===== config.mk =====
export PLATFORM = sky130hd
export DESIGN_NAME = cmp_share_arbiter
export DESIGN_NICKNAME = d
export VERILOG_FILES = /design/src/rtl/cmp_share_arbiter.sv
export SDC_FILE = /design/constraint.sdc
export NUM_CORES = 1
export LEC_CHECK = 0
export CORE_ASPECT_RATIO = 0.75
export CORE_MARGIN = 4
export CORE_UTILIZATION = 42
export CTS_BUF_LIST = sky130_fd_sc_hd__clkbuf_16
export DETAILED_ROUTE_END_ITERATION = 10
export HOLD_SLACK_MARGIN = 0.15
export PLACE_DENSITY = 0.82
export SYNTH_ARGS = -nofsm -noshare
export SYNTH_HDL_FRONTEND = slang
export SYNTH_SLANG_ARGS = --single-unit

===== constraint.sdc =====
create_clock -name clk -period 2.4 [get_ports clk]
set_input_delay 0.48 -clock clk [delete_from_list [all_inputs] [get_ports clk]]
set_output_delay 0.48 -clock clk [all_outputs]
set_load 0.01 [all_outputs]

===== src/rtl/cmp_share_arbiter.sv =====
// Round-robin arbiter that shares one 32-bit magnitude comparator among NREQ requesters.
// Build option: define CMP_SIGNED_EN for a two's-complement compare (default is unsigned).

module comparator_32b (
  input  logic [31:0] a,
  input  logic [31:0] b,
  output logic        eq,
  output logic        lt,
  output logic        gt
);
  assign eq = (a == b);
  assign lt = (a < b);
  assign gt = (a > b);
endmodule

// state | meaning
// IDLE  | waiting for a request; picks the round-robin winner and latches its operands
// CMP   | comparator evaluates the latched operands; result and ack are registered
// RESP  | ack pulse visible to the winner; returns to IDLE
module cmp_share_arbiter #(
  parameter int NREQ = 4,
  parameter int IDW  = 2
) (
  input  logic                 clk,
  input  logic                 rst,
  input  logic [NREQ-1:0]      req,
  input  logic [32*NREQ-1:0]   x_in,
  input  logic [32*NREQ-1:0]   y_in,
  output logic [NREQ-1:0]      ack,
  output logic                 eq_out,
  output logic                 lt_out,
  output logic                 gt_out,
  output logic                 busy,
  output logic [IDW-1:0]       grant_id
);

  typedef enum logic [1:0] {
    IDLE = 2'd0,
    CMP  = 2'd1,
    RESP = 2'd2
  } state_t;

  state_t          state, state_nx;
  logic [IDW-1:0]  last, last_nx;
  logic [IDW-1:0]  grant_nx;
  logic [31:0]     x_r, y_r, x_nx, y_nx;
  logic [NREQ-1:0] ack_nx;
  logic            eq_nx, lt_nx, gt_nx, busy_nx;

  logic [IDW-1:0]  win_id, cand;
  logic            win_found;
  logic [31:0]     cmp_a, cmp_b;
  logic            cmp_eq, cmp_lt, cmp_gt;

  // Biasing the sign bit maps signed order onto unsigned order; equality is unaffected.
`ifdef CMP_SIGNED_EN
  assign cmp_a = {~x_r[31], x_r[30:0]};
  assign cmp_b = {~y_r[31], y_r[30:0]};
`else
  assign cmp_a = x_r;
  assign cmp_b = y_r;
`endif

  comparator_32b u_cmp (
    .a  (cmp_a),
    .b  (cmp_b),
    .eq (cmp_eq),
    .lt (cmp_lt),
    .gt (cmp_gt)
  );

  // Search starts just after the last winner; the index wraps since NREQ is a power of two.
  always_comb begin
    win_found = 1'b0;
    win_id    = '0;
    cand      = '0;
    for (int k = 1; k <= NREQ; k++) begin
      cand = last + IDW'(k);
      if (!win_found && req[cand]) begin
        win_found = 1'b1;
        win_id    = cand;
      end
    end
  end

  always_comb begin
    state_nx = state;
    last_nx  = last;
    grant_nx = grant_id;
    x_nx     = x_r;
    y_nx     = y_r;
    ack_nx   = ack;
    eq_nx    = eq_out;
    lt_nx    = lt_out;
    gt_nx    = gt_out;
    busy_nx  = busy;
    case (state)
      IDLE: begin
        if (win_found) begin
          x_nx     = x_in[32*win_id +: 32];
          y_nx     = y_in[32*win_id +: 32];
          grant_nx = win_id;
          last_nx  = win_id;
          busy_nx  = 1'b1;
          state_nx = CMP;
        end
      end
      CMP: begin
        eq_nx            = cmp_eq;
        lt_nx            = cmp_lt;
        gt_nx            = cmp_gt;
        ack_nx           = '0;
        ack_nx[grant_id] = 1'b1;
        state_nx         = RESP;
      end
      RESP: begin
        ack_nx   = '0;
        busy_nx  = 1'b0;
        state_nx = IDLE;
      end
      default: begin
        ack_nx   = '0;
        busy_nx  = 1'b0;
        state_nx = IDLE;
      end
    endcase
  end

  always_ff @(posedge clk) begin
    if (rst) begin
      state    <= IDLE;
      last     <= IDW'(NREQ - 1);
      grant_id <= '0;
      x_r      <= '0;
      y_r      <= '0;
      ack      <= '0;
      eq_out   <= 1'b0;
      lt_out   <= 1'b0;
      gt_out   <= 1'b0;
      busy     <= 1'b0;
    end else begin
      state    <= state_nx;
      last     <= last_nx;
      grant_id <= grant_nx;
      x_r      <= x_nx;
      y_r      <= y_nx;
      ack      <= ack_nx;
      eq_out   <= eq_nx;
      lt_out   <= lt_nx;
      gt_out   <= gt_nx;
      busy     <= busy_nx;
    end
  end

endmodule

Word level (Yosys, flattened, before mapping). Cells that the tools add are included.

Muxes and demuxes: 23. Magnitude comparators: 8. Add/sub/neg operators: 3. Reduce and logical (&&, ||, !) cells: 10. Equal/unequal tests: 3. Bitwise gates (word level): 1. Shift-type cells: 2.

Operators by type and width (count): variable part select 128 x 8 -> 32 bit (2); == test 32 bit (1); greater-than comparator 32 bit (1); less-than comparator 32 bit (1); less-than comparator 2 x 3 -> 1 bit, second input constant (5); 2-to-1 mux 1 bit (10); 2-to-1 mux 2 bit (5); binary-select mux 1 bit (select 2 bit) (4); one-hot mux 4 bit (2 select lines) (1); adder 2 bit, second input constant (2); logical AND 1 bit (4); one-hot mux 2 bit (2 select lines) (1); AND reduction 2 bit (2); zero test 1 bit (3); adder 2 x 1 -> 2 bit, second input constant (1); demux 1 bit (select 2 bit) (1); == test 2 x 1 -> 1 bit, second input constant (1); greater-or-equal comparator 2 x 1 -> 1 bit, second input constant (1); zero test 2 bit (1); != test 2 bit, second input constant (1); one-hot mux 1 bit (2 select lines) (1); NOT 1 bit (1).

Word-level logic and storage cells: 60. Bits in registers: 78.

Depth between registers and ports, before layout.
Word-level depth: 15. Mapped depth: 9.

Modules after synthesis. Synthesis repeated with hierarchy kept, for this count alone.

Cells, all modules: 765. Area total of the unflattened synthesis: 6014.5 um2.

By module, submodules not included: cmp_share_arbiter (area an instance 5163.7 um2, times used 1, seq. area each 1561.5 um2, cells each 651); comparator_32b (area an instance 850.8 um2, times used 1, seq. area each 0.0 um2, cells each 114).

Worst setup path before layout. Ideal clock, no wire load.

Path kind: input-to-reg. From: in req[2]. To: reg x_r[13], in the netlist cmp_a[13]. Buffers on the path: 3. Library setup time: 0.120 ns. Setup slack: 0.429 ns. Cell stages on the path: 9. Arrival time: 1.852 ns. Cell sequence: nor4_4 > or3_1 > buf_2 > nor2_1 > nand2b_1 > buf_2 > buf_4 > a21oi_1 > a211o_1.

Word-level cells in the longest chain between the ends: 13. Elaborated cells on any way between the ends: 24. Those cells by class: shift (1); mux (16); reduce/logical (7).

RTL lines: from (decl) (line 26) `input logic [NREQ-1:0] req,`; binary-select mux 1 bit (select 2 bit) (line 79) `if (!win_found && req[cand]) begin`; 2-to-1 mux 1 bit (implied by the code) (line 79); 2-to-1 mux 1 bit (line 79); zero test 1 bit (line 79); logical AND 1 bit (line 79); 2-to-1 mux 1 bit (line 79); zero test 1 bit (line 79); logical AND 1 bit (line 79); 2-to-1 mux 1 bit (line 79); zero test 1 bit (line 79); logical AND 1 bit (line 79); 2-to-1 mux 2 bit / 2-to-1 mux 1 bit (equally long branches) (line 79); variable part select 128 x 8 -> 32 bit / AND reduction 2 bit (equally long branches); to (signal assigned) (line 145) `x_r <= x_nx;`; to (decl) (line 46) `logic [31:0] x_r, y_r, x_nx, y_nx;`.

Several ways; a longest one is shown, not always the timed one. The select of a mux whose other input is x is not followed. A chain may end at the register's enable or synchronous reset.

Worst setup path after layout.
From: in req[2]. To: reg y_r[15], in the netlist cmp_b[15].

Word-level cells in the longest chain between the ends: 13. Elaborated cells on any way between the ends: 24. Those cells by class: shift (1); mux (16); reduce/logical (7).

RTL lines: binary-select mux 1 bit (select 2 bit) (line 79); 2-to-1 mux 1 bit (implied by the code) (line 79); 2-to-1 mux 1 bit (line 79); zero test 1 bit (line 79); logical AND 1 bit (line 79); 2-to-1 mux 1 bit (line 79); zero test 1 bit (line 79); logical AND 1 bit (line 79); 2-to-1 mux 1 bit (line 79); zero test 1 bit (line 79); logical AND 1 bit (line 79); 2-to-1 mux 2 bit / 2-to-1 mux 1 bit (equally long branches) (line 79); variable part select 128 x 8 -> 32 bit / AND reduction 2 bit (equally long branches); to (signal assigned) (line 146) `y_r <= y_nx;`; to (decl) (line 46).

Several ways; a longest one is shown, not always the timed one. The select of a mux whose other input is x is not followed.

==> flow_metrics.env <==
export IMPL_vias=6508
export IMPL_hold_end="cmp_b[3]"
export IMPL_outcome="completed"
export IMPL_grt_usage_pct=24.8
export IMPL_seq_power_share_pct=30.7
export IMPL_final_common_cell="clkdlybuf4s50_1"
export IMPL_diodes=0
export IMPL_synth_area_leader_cell="dfxtp_1"
export IMPL_comb_power_share_pct=42.8
export IMPL_clock_power_share_pct=26.5
export IMPL_power_switching_w=0.00178
export IMPL_yosysWarnings=0
export IMPL_ys_types=40
export IMPL_finalMaxSlewViolations=0
export IMPL_antenna_found_initial=0
export IMPL_ant_nets=0
export IMPL_switching_share_pct=33.1
export IMPL_clock_fmax_mhz=432
export IMPL_p_leak_nw=4.04
export IMPL_post_route_min_period_ps=2320
export IMPL_hp_class="flop to flop"
export IMPL_postPlaceCellArea_mm2=0.00880
export IMPL_reg2reg_slack_ps=330
export IMPL_finalHoldViolations=0
export IMPL_cts_sinks=78
export IMPL_yosysSeqAreaShare_pct=27.4
export IMPL_io_pins=272
export IMPL_initial_core_util_pct=43.4
export IMPL_max_slew_margin_rel_pct=68.2
export IMPL_row_count=36
export IMPL_drc_errors=0
export IMPL_cp_max_fo=20
export IMPL_hold_depth=2
export IMPL_finalPower_w=0.00538
export IMPL_die_area_mm2=0.0155
export IMPL_tightest_slew_ps=477
export IMPL_synth_edf_count=0
export IMPL_ctsLongestPathBuffers=2
export IMPL_clk_pin_slew_ps=60
export IMPL_io_buffers=271
export IMPL_wl_per_cell_um=17.1
export IMPL_rsz0062_at_grt="no"
export IMPL_mostFrequentLayoutCells="clkdlybuf4s50_1 (269), nand2_1 (155), a21oi_1 (103), dfxtp_1 (78), inv_1 (73)"
export IMPL_reg2reg_from="cmp_b[12]"
export IMPL_syn_avg_cell_area_um2=7.39
export IMPL_die_x_um=142
export IMPL_stdcell_area_mm2=0.00912
export IMPL_detailed_place_hpwl_um=16000
export IMPL_synth_top_cell_area_share_pct=27.4
export IMPL_async_flop_share_pct=0
export IMPL_synthTopCellsByArea="dfxtp_1 (27%), nand2_1 (10%), a211o_1 (10%)"
export IMPL_critPathArrivalTime_ps=2510
export IMPL_power_internal_w=0.00360
export IMPL_syn_nets=1064
export IMPL_vdd_drop_max_mv=0.337
export IMPL_synth_cells=770
export IMPL_routabilityCongestion=0.851
export IMPL_die_height_um=109
export IMPL_worstSetupEndpointType="flop"
export IMPL_synth_ff_type="dfxtp_1"
export IMPL_dp_cells=1185
export IMPL_required_ps=2590
export IMPL_fin_worst_skew_ps=5.44
export IMPL_root_buffer="clkbuf_16"
export IMPL_wirelength_um=20500
export IMPL_post_cts_buffers=0
export IMPL_gr_total_overflow=0
export IMPL_grt_pass1_vias=6221
export IMPL_clkLatencyLatePin_ps=330
export IMPL_cap_violations=0
export IMPL_cts_buffers=9
export IMPL_yosys_register_bits=78
export IMPL_synth_area_mm2=0.00569
export IMPL_nets=1319
export IMPL_dr_first_iter_drc_count=436
export IMPL_final_cells=1200
export IMPL_ctsHtreeMaxLevel=3
export IMPL_timing_final_crit_share_pct=96.5
export IMPL_critical_path_class="input pin to flop"
export IMPL_grt_pass1_wl_um=30900
export IMPL_grt_max_degree=56
export IMPL_drt_pre_antenna_iters=5
export IMPL_vias_per_cell=5.42
export IMPL_drive_gt1_share_pct=6.22
export IMPL_synthToLayoutAreaGrowth_pct=60.2
export IMPL_reg2reg_depth=8
export IMPL_cts_tree="yes"
export IMPL_r2r_end="lt_out"
export IMPL_final_setup_viol_count=0
export IMPL_critPathLaunchType="input pin"
export IMPL_core_area_mm2=0.0131
export IMPL_hp_start="cmp_b[3]"
export IMPL_p_per_area_mw_per_mm2=590
what timing repair did:
action | CTS | global route
setup endpoints to repair | 0 | 2
hold buffers | 0 | 0
resized for setup | 0 | 1
critical path, stage by stage:
cell and delay (ps):
clkdlybuf4s50_1 500, nor4_4 470, buf_4 330, buf_4 170, a311oi_1 50, a211oi_1 270
a211o_1 160, a21oi_1 60
state kept, by name (all words and copies together), names as in the netlist:
register / cells
cmp_b: 32
ack: 4
lt_out: 1
state: 2
eq_out: 1
gt_out: 1
grant_id: 2
cmp_a: 32
busy: 1
last: 2
cell families (layout without fill, tap and decap cells):
| kind of cell | after synthesis | in the layout | synth area share (%) |
|---|---|---|---|
| AO/OA/AOI/OAI | 274 | 274 | 33.4 |
| AND/OR/NAND/NOR | 208 | 208 | 15.2 |
| buffers and inverters | 140 | 399 | 10.2 |
| flip-flops | 78 | 78 | 27.4 |
| multiplexers | 38 | 38 | 6.68 |
| adder cells (fa/ha/maj) | 32 | 32 | 7.04 |
Yosys cell counts (2+ instances only):
cell type,instances
buf_2,15
a211o_1,65
mux2i_1,38
buf_6,3
buf_4,4
o211ai_1,2
nor2_1,20
nor4_1,2
dfxtp_1,78
ha_1,32
nor2b_1,3
a211oi_1,40
a31oi_1,2
clkbuf_1,40
a21oi_1,103
inv_1,73
a21o_1,3
nor3_1,8
a41oi_1,2
a311oi_1,38
nand2_1,156
nand4_1,4
nand3_1,3
buf_1,5
nand2b_1,6
o21ai_0,11
metal layers:
layer  track usage (%)  routed length [um]  vias to the layer above
li1                  -                   -                     3271
met1              34.4                9370                     2967
met2              40.1                9170                      253
met3              5.00                1710                       17
met4              5.16                 222                        0
met5                 0                   0                        -
worst max-delay path by stage:
| stage | slack, ps | to | depth (start not counted) | from |
|---|---|---|---|---|
| global route | 4 | cmp_a[6] | 9 | req[2] |
| global placement | -230 | cmp_b[13] | 8 | req[3] |
| CTS | 80 | cmp_b[15] | 8 | req[3] |
| finish | 80 | cmp_b[15] | 8 | req[2] |
| floorplan | 430 | cmp_a[13] | 9 | req[2] |
| detailed placement | -250 | cmp_b[13] | 8 | req[3] |
stage by stage:
stage	worst slack, ps	util [%]	hold WS, ps	setup TNS, ps
floorplan	429	-	435	0
global placement	-227	67.2	444	-8900
detailed placement	-249	67.2	452	-11240
CTS	76.9	69.5	439	0
global route	4.27	69.6	455	0
finish	84.5	69.6	458	0
area by class of cell:
| class | instances | area, um2 |
|---|---|---|
| Sequential cell | 78 | 1560 |
| Timing Repair Buffer | 311 | 3170 |
| Clock buffer | 9 | 225 |
| Multi-Input combinational cell | 552 | 3580 |
| Tap cell | 171 | 214 |
| Fill cell | 1109 | 3990 |
| Clock inverter | 6 | 87.6 |
| Inverter | 73 | 274 |
power by group through the flow:
stage / sequential, W / clock, W / combinational (W)
2_1_floorplan: 0.00162 / 0 / 0.00134
3_3_place_gp: 0.00167 / 0 / 0.00225
3_5_place_dp: 0.00168 / 0 / 0.00229
4_1_cts: 0.00165 / 0.00146 / 0.00230
5_1_grt: 0.00168 / 0.00151 / 0.00254
6_report: 0.00165 / 0.00142 / 0.00230
(Power assumes the default switching activity.)
